### config.mk
export PLATFORM = sky130hd
export DESIGN_NAME = mem_arbiter
export DESIGN_NICKNAME = d
export VERILOG_FILES = /design/src/rtl/mem_arbiter_pkg.sv /design/src/rtl/arb2_fair.sv /design/src/rtl/mem_arbiter.sv
export SDC_FILE = /design/constraint.sdc
export NUM_CORES = 1
export LEC_CHECK = 0
export BUFFER_PORTS_ARGS = -buffer_cell sky130_fd_sc_hd__buf_2
export CELL_PAD_IN_SITES_DETAIL_PLACEMENT = 1
export CELL_PAD_IN_SITES_GLOBAL_PLACEMENT = 1
export CORE_ASPECT_RATIO = 0.9
export CORE_MARGIN = 1
export CORE_UTILIZATION = 30
export CTS_CLUSTER_SIZE = 20
export DETAILED_ROUTE_END_ITERATION = 10
export PLACE_DENSITY_LB_ADDON = 0.2
export SLEW_MARGIN = 20
export SYNTH_ARGS = -nofsm -noshare
export SYNTH_HDL_FRONTEND = slang
export SYNTH_SLANG_ARGS = --single-unit
### constraint.sdc
create_clock -name clk -period 1.6 [get_ports clk]
set_input_delay 0.32 -clock clk [delete_from_list [all_inputs] [get_ports clk]]
set_output_delay 0.32 -clock clk [all_outputs]
set_load 0.01 [all_outputs]
### src/rtl/mem_arbiter_pkg.sv
// Shared encodings for the instruction/data memory arbiter.
package mem_arbiter_pkg;

  typedef enum logic [1:0] {
    S_IDLE   = 2'd0,
    S_ACCESS = 2'd1,
    S_RESP   = 2'd2
  } state_e;

  localparam logic OWN_I = 1'b0;
  localparam logic OWN_D = 1'b1;

endpackage

### src/rtl/arb2_fair.sv
// Two-way combinational arbiter; a tie goes to whoever did not win last.
module arb2_fair
  import mem_arbiter_pkg::*;
(
  input  logic i_req,
  input  logic d_req,
  input  logic last_owner,
  output logic valid,
  output logic winner
);

  assign valid  = i_req | d_req;
  assign winner = (i_req && d_req) ? ~last_owner : (d_req ? OWN_D : OWN_I);

endmodule

### src/rtl/mem_arbiter.sv
// Serialises instruction-fetch and data accesses onto one single-port memory
// with a fixed access latency and per-port grant/ready handshakes.
module mem_arbiter
  import mem_arbiter_pkg::*;
#(
  parameter int ADDR_W  = 32,
  parameter int DATA_W  = 32,
  parameter int MEM_LAT = 2
) (
  input  logic              clk,
  input  logic              rst,
  input  logic              i_req,
  input  logic [ADDR_W-1:0] i_addr,
  output logic              i_gnt,
  output logic              i_ready,
  output logic [DATA_W-1:0] i_rdata,
  input  logic              d_req,
  input  logic              d_we,
  input  logic [ADDR_W-1:0] d_addr,
  input  logic [DATA_W-1:0] d_wdata,
  output logic              d_gnt,
  output logic              d_ready,
  output logic [DATA_W-1:0] d_rdata,
  output logic              mem_en,
  output logic              mem_we,
  output logic [ADDR_W-1:0] mem_addr,
  output logic [DATA_W-1:0] mem_wdata,
  input  logic [DATA_W-1:0] mem_rdata,
  output logic              busy
);

  localparam logic [3:0] CNT_INIT = 4'(MEM_LAT - 1);

  state_e              state_q;
  logic                owner_q;
  logic                last_owner_q;
  logic [ADDR_W-1:0]   addr_q;
  logic                we_q;
  logic [DATA_W-1:0]   wdata_q;
  logic [3:0]          cnt_q;
  logic [DATA_W-1:0]   i_rdata_q;
  logic [DATA_W-1:0]   d_rdata_q;

  logic arb_valid;
  logic arb_winner;

  arb2_fair u_arb (
    .i_req      (i_req),
    .d_req      (d_req),
    .last_owner (last_owner_q),
    .valid      (arb_valid),
    .winner     (arb_winner)
  );

  always_ff @(posedge clk) begin
    if (rst) begin
      state_q      <= S_IDLE;
      owner_q      <= OWN_I;
      last_owner_q <= OWN_I;
      addr_q       <= '0;
      we_q         <= 1'b0;
      wdata_q      <= '0;
      cnt_q        <= 4'd0;
      i_rdata_q    <= '0;
      d_rdata_q    <= '0;
    end else begin
      case (state_q)
        S_IDLE: begin
          if (arb_valid) begin
            owner_q      <= arb_winner;
            last_owner_q <= arb_winner;
            cnt_q        <= CNT_INIT;
            state_q      <= S_ACCESS;
            if (arb_winner == OWN_D) begin
              addr_q  <= d_addr;
              we_q    <= d_we;
              wdata_q <= d_wdata;
            end else begin
              addr_q  <= i_addr;
              we_q    <= 1'b0;
              wdata_q <= '0;
            end
          end
        end
        S_ACCESS: begin
          if (cnt_q != 4'd0) begin
            cnt_q <= cnt_q - 4'd1;
          end else begin
            // Read data is only guaranteed valid in the final access cycle.
            if (!we_q) begin
              if (owner_q == OWN_D) d_rdata_q <= mem_rdata;
              else                  i_rdata_q <= mem_rdata;
            end
            state_q <= S_RESP;
          end
        end
        S_RESP:  state_q <= S_IDLE;
        default: state_q <= S_IDLE;
      endcase
    end
  end

  always_comb begin
    i_gnt     = 1'b0;
    d_gnt     = 1'b0;
    i_ready   = 1'b0;
    d_ready   = 1'b0;
    mem_en    = 1'b0;
    mem_we    = 1'b0;
    mem_addr  = '0;
    mem_wdata = '0;
    case (state_q)
      S_IDLE: begin
        i_gnt = arb_valid && (arb_winner == OWN_I);
        d_gnt = arb_valid && (arb_winner == OWN_D);
      end
      S_ACCESS: begin
        mem_en    = 1'b1;
        mem_we    = we_q;
        mem_addr  = addr_q;
        mem_wdata = wdata_q;
      end
      S_RESP: begin
        i_ready = (owner_q == OWN_I);
        d_ready = (owner_q == OWN_D);
      end
      default: ;
    endcase
  end

  assign busy    = (state_q != S_IDLE);
  assign i_rdata = i_rdata_q;
  assign d_rdata = d_rdata_q;

endmodule

==> impl_metrics.xml <==
<?xml version="1.0" encoding="UTF-8"?>
<metrics>
  <group name="die">
    <metric name="ioPinCount" unit="">268</metric>
    <metric name="design.core.area" unit="mm^2">0.0185</metric>
    <metric name="chip_height" unit="um">133</metric>
    <metric name="die_area" unit="mm^2">0.0196</metric>
    <metric name="num_rows" unit="">47</metric>
    <metric name="die_width" unit="um">147</metric>
    <metric name="floorplan.initialDensity" unit="">0.309</metric>
  </group>
  <group name="min_path">
    <metric name="hold_path.class" unit="">in -&gt; reg</metric>
    <metric name="worstHoldEndpoint" unit="">wdata_q[24]</metric>
    <metric name="min_path_cells" unit="">2</metric>
    <metric name="min-delay-start" unit="">d_wdata[24]</metric>
  </group>
  <group name="clock_network">
    <metric name="cts.sinks" unit="">136</metric>
    <metric name="clk_latency" unit="ns">0.42</metric>
    <metric name="cts_root_buf" unit="">sky130_fd_sc_hd__clkbuf_16</metric>
    <metric name="clock_path_buffers" unit="">2</metric>
    <metric name="tritoncts" unit="">done</metric>
    <metric name="numCtsBuffers" unit="">17</metric>
    <metric name="worst_setup_hold_path_clk_slew" unit="ns">0.06</metric>
    <metric name="cts_max_level" unit="">4</metric>
  </group>
  <group name="critical_path">
    <metric name="critPathMaxFanout" unit="">9</metric>
    <metric name="worstSetupStartpointType" unit="">flop</metric>
    <metric name="worstSetupEndpointType" unit="">output pin</metric>
    <metric name="reg2reg_to" unit="">addr_q[1]</metric>
    <metric name="critical_path_class" unit="">reg -&gt; out</metric>
    <metric name="reg2reg_depth" unit="">6</metric>
    <metric name="reg2reg_from" unit="">state_q[0]</metric>
    <metric name="crit_required" unit="ns">1.28</metric>
    <metric name="r2r_setup_slack" unit="ns">-0.06</metric>
    <metric name="critPathArrivalTime" unit="ns">1.51</metric>
  </group>
  <group name="global_route">
    <metric name="antenna_found_initial" unit="">2</metric>
    <metric name="grt_start_max_net_pins" unit="">52</metric>
    <metric name="grt_first_pass_wirelength" unit="um">33300</metric>
    <metric name="first_global_vias" unit="">6103</metric>
    <metric name="grt_overflow_total" unit="">0</metric>
    <metric name="grt.total_usage" unit="">0.217</metric>
  </group>
  <group name="logic_synthesis">
    <metric name="synth_fa_ha_area_frac" unit="">0.00438</metric>
    <metric name="synth.distinct_cells" unit="">40</metric>
    <metric name="yosys_register_bits" unit="">136</metric>
    <metric name="syn_area_per_cell" unit="um^2">8.67</metric>
    <metric name="simple_gate_area_share_of_the_yosys_netlist" unit="">0.218</metric>
    <metric name="yosys_warning_total" unit="">0</metric>
    <metric name="synth_nets" unit="">794</metric>
    <metric name="synth_xor_xnor_area_share" unit="">0</metric>
    <metric name="synth_seq_area_share" unit="">0.476</metric>
    <metric name="postSynth.topFlopCell" unit="">sky130_fd_sc_hd__dfxtp_1</metric>
    <metric name="synth.area.mux_share" unit="">0</metric>
    <metric name="count_of_mapped_cells_out_of_synthesis" unit="">659</metric>
    <metric name="synth_compound_area_frac" unit="">0.238</metric>
    <metric name="async_sr_flop_fraction" unit="">0</metric>
    <metric name="synth_top_family_by_area" unit="">compound AO/OA/AOI/OAI gates</metric>
    <metric name="synth.cell_area" unit="mm^2">0.00572</metric>
    <metric name="synth_enable_flop_cells" unit="">0</metric>
  </group>
  <group name="outcome">
    <metric name="run_status" unit="">finished, violations left</metric>
    <metric name="violated_checks" unit="">negative setup slack</metric>
  </group>
  <group name="sta">
    <metric name="final-max-slew-violation-count" unit="">0</metric>
    <metric name="clock_skew" unit="ns">0.0111</metric>
    <metric name="min_period_over_period" unit="">1.14</metric>
    <metric name="transition_time_at_the_pin_with_the_least_slew_margin" unit="ns">0.379</metric>
    <metric name="grt_setup_unrepaired" unit="">true</metric>
    <metric name="achievable-frequency" unit="GHz">0.546</metric>
    <metric name="finalSetupViolCount" unit="">84</metric>
    <metric name="hold_ws" unit="ns">0.115</metric>
    <metric name="fin_ws" unit="ns">-0.230</metric>
    <metric name="hold_viol" unit="">0</metric>
    <metric name="timing.max_slew.rel_slack" unit="">0.748</metric>
    <metric name="shortest_period_the_worst_path_allows" unit="ns">1.83</metric>
  </group>
  <group name="job">
    <metric name="drv.max_cap_violation_count" unit="">0</metric>
  </group>
  <group name="power_and_ir_drop">
    <metric name="leakage_power_of_the_design" unit="nW">4.07</metric>
    <metric name="cellPowerDensity" unit="mW/mm^2">1160</metric>
    <metric name="design_power_total" unit="W">0.0108</metric>
    <metric name="ir_drop" unit="uV">834</metric>
  </group>
  <group name="route">
    <metric name="ant_nets" unit="">0</metric>
    <metric name="wl" unit="um">23800</metric>
    <metric name="detail_route.first_pass.iterations" unit="">4</metric>
    <metric name="initialDrtViolationCount" unit="">318</metric>
    <metric name="drt-wirelength-per-cell" unit="um">19.7</metric>
    <metric name="vias_per_cell" unit="">5.21</metric>
    <metric name="route.detailed.drc" unit="">0</metric>
    <metric name="overall_via_count_from_detail_route" unit="">6285</metric>
  </group>
  <group name="place">
    <metric name="post-dp-hpwl" unit="um">13500</metric>
    <metric name="gp_congestion" unit="">0.756</metric>
    <metric name="port_buffers" unit="">267</metric>
  </group>
  <group name="layout">
    <metric name="commonest_cells_after_routing_fill_and_taps_aside" unit="">sky130_fd_sc_hd__buf_2 (225), sky130_fd_sc_hd__dfxtp_1 (132), sky130_fd_sc_hd__nand3_1 (116), sky130_fd_sc_hd__a21oi_1 (63), sky130_fd_sc_hd__buf_6 (55)</metric>
    <metric name="flow.area_growth_from_synthesis" unit="%">63.2</metric>
    <metric name="drive_gt1_frac" unit="">0.483</metric>
    <metric name="final_nets" unit="">1081</metric>
    <metric name="mostFrequentLayoutCell" unit="">sky130_fd_sc_hd__buf_2</metric>
  </group>
</metrics>
[flip-flops by register name, indices dropped and copies added (netlist names)]
register and count:
addr_q 32, i_rdata 32, we_q 1, last_owner_q 1
state_q 2, wdata_q 32, cnt_q 4, d_rdata 32
[cell families (layout without fill, tap and decap cells)]
| logic type | after synthesis | after routing |
|---|---|---|
| simple gates | 212 | 213 |
| buf+inv | 78 | 377 |
| fa+ha+maj | 2 | 2 |
| flops | 136 | 136 |
| compound gates | 231 | 231 |
| other cells | 0 | 2 |
[how the worst max path moves through the flow]
stage,start,end,slack (ns)
CTS,state_q[0],i_gnt,-0.26
global placement,cnt_q[0],i_rdata[14],0.05
finish,state_q[1],mem_wdata[11],-0.23
floorplan,state_q[1],mem_addr[22],-0.007
detailed placement,cnt_q[0],i_rdata[13],-0.00007
global route,state_q[0],d_gnt,-0.30
[cells in the mapped netlist (2+ instances only)]
| master | number | area share |
|---|---|---|
| sky130_fd_sc_hd__clkbuf_1 | 40 | 0.026 |
| sky130_fd_sc_hd__and2_1 | 67 | 0.073 |
| sky130_fd_sc_hd__nor3b_1 | 2 | 0.0026 |
| sky130_fd_sc_hd__a221o_1 | 6 | 0.011 |
| sky130_fd_sc_hd__nand3_1 | 116 | 0.10 |
| sky130_fd_sc_hd__and3b_1 | 2 | 0.0031 |
| sky130_fd_sc_hd__or3_1 | 2 | 0.0022 |
| sky130_fd_sc_hd__o21ai_0 | 86 | 0.075 |
| sky130_fd_sc_hd__and4b_1 | 6 | 0.011 |
| sky130_fd_sc_hd__buf_6 | 2 | 0.0039 |
| sky130_fd_sc_hd__clkbuf_2 | 2 | 0.0018 |
| sky130_fd_sc_hd__ha_1 | 2 | 0.0044 |
| sky130_fd_sc_hd__nor2_1 | 2 | 0.0013 |
| sky130_fd_sc_hd__a21oi_1 | 67 | 0.059 |
| sky130_fd_sc_hd__a31oi_1 | 27 | 0.030 |
| sky130_fd_sc_hd__nand2b_1 | 2 | 0.0022 |
| sky130_fd_sc_hd__a22o_1 | 33 | 0.051 |
| sky130_fd_sc_hd__or4_1 | 2 | 0.0026 |
| sky130_fd_sc_hd__buf_4 | 5 | 0.0066 |
| sky130_fd_sc_hd__dfxtp_1 | 136 | 0.48 |
| sky130_fd_sc_hd__inv_1 | 4 | 0.0026 |
| sky130_fd_sc_hd__buf_2 | 24 | 0.021 |
| sky130_fd_sc_hd__nor3b_2 | 2 | 0.0044 |
| sky130_fd_sc_hd__o21ai_1 | 6 | 0.0053 |
[cell type report]
class | count | area [um^2]
Clock buffer | 19 | 443
Sequential cell | 136 | 2730
Timing Repair Buffer | 341 | 2670
Antenna cell | 2 | 5.00
Multi-Input combinational cell | 446 | 2970
Tap cell | 245 | 307
Inverter | 4 | 27.5
Clock inverter | 13 | 169
Fill cell | 2154 | 9200
[repair_timing]
action | 4_1_cts | 5_1_grt
pin swaps | 38 | 39
setup endpoints to repair | 74 | 192
hold buffers | 0 | 0
buffers inserted | 11 | 7
cloned | 5 | 15
gates resized for setup | 85 | 146
[routing by layer]
layer | vias up | wire (um) | part of all wire | global-route usage
li1 | 2983 | - | - | -
met1 | 3072 | 10300 | 0.43 | 0.278
met2 | 206 | 11800 | 0.50 | 0.347
met3 | 24 | 1310 | 0.055 | 0.0679
met4 | 0 | 344 | 0.014 | 0.0624
met5 | - | 0 | 0 | 0
[critical path, cell delays in order, from the launching register on]
cell and delay [ns]:
sky130_fd_sc_hd__dfxtp_2 0.34, sky130_fd_sc_hd__nand2b_4 0.18, sky130_fd_sc_hd__inv_12 0.13, sky130_fd_sc_hd__clkbuf_16 0.17
sky130_fd_sc_hd__and2_1 0.14, sky130_fd_sc_hd__buf_2 0.13
[report_power, final]
part,switching [W],internal (W),total (W)
Sequential,0.000149,0.00364,0.00379
Clock,0.00164,0.00251,0.00415
Combinational,0.00149,0.00138,0.00287
Total,0.00327,0.00753,0.0108
[through the flow]
step	cell area, um^2	utilization	cells	setup TNS [ns]	setup slack [ns]
global route	9320	0.503	1205	-18.14	-0.296
global placement	7510	0.406	1136	0	0.0469
floorplan	5730	-	659	-0.0626	-0.00695
detailed placement	7510	0.406	1136	-0.0000669	-0.0000669
finish	9330	0.503	1206	-12.93	-0.230
CTS	8630	0.466	1184	-14.43	-0.265
(Power assumes the default switching activity.)
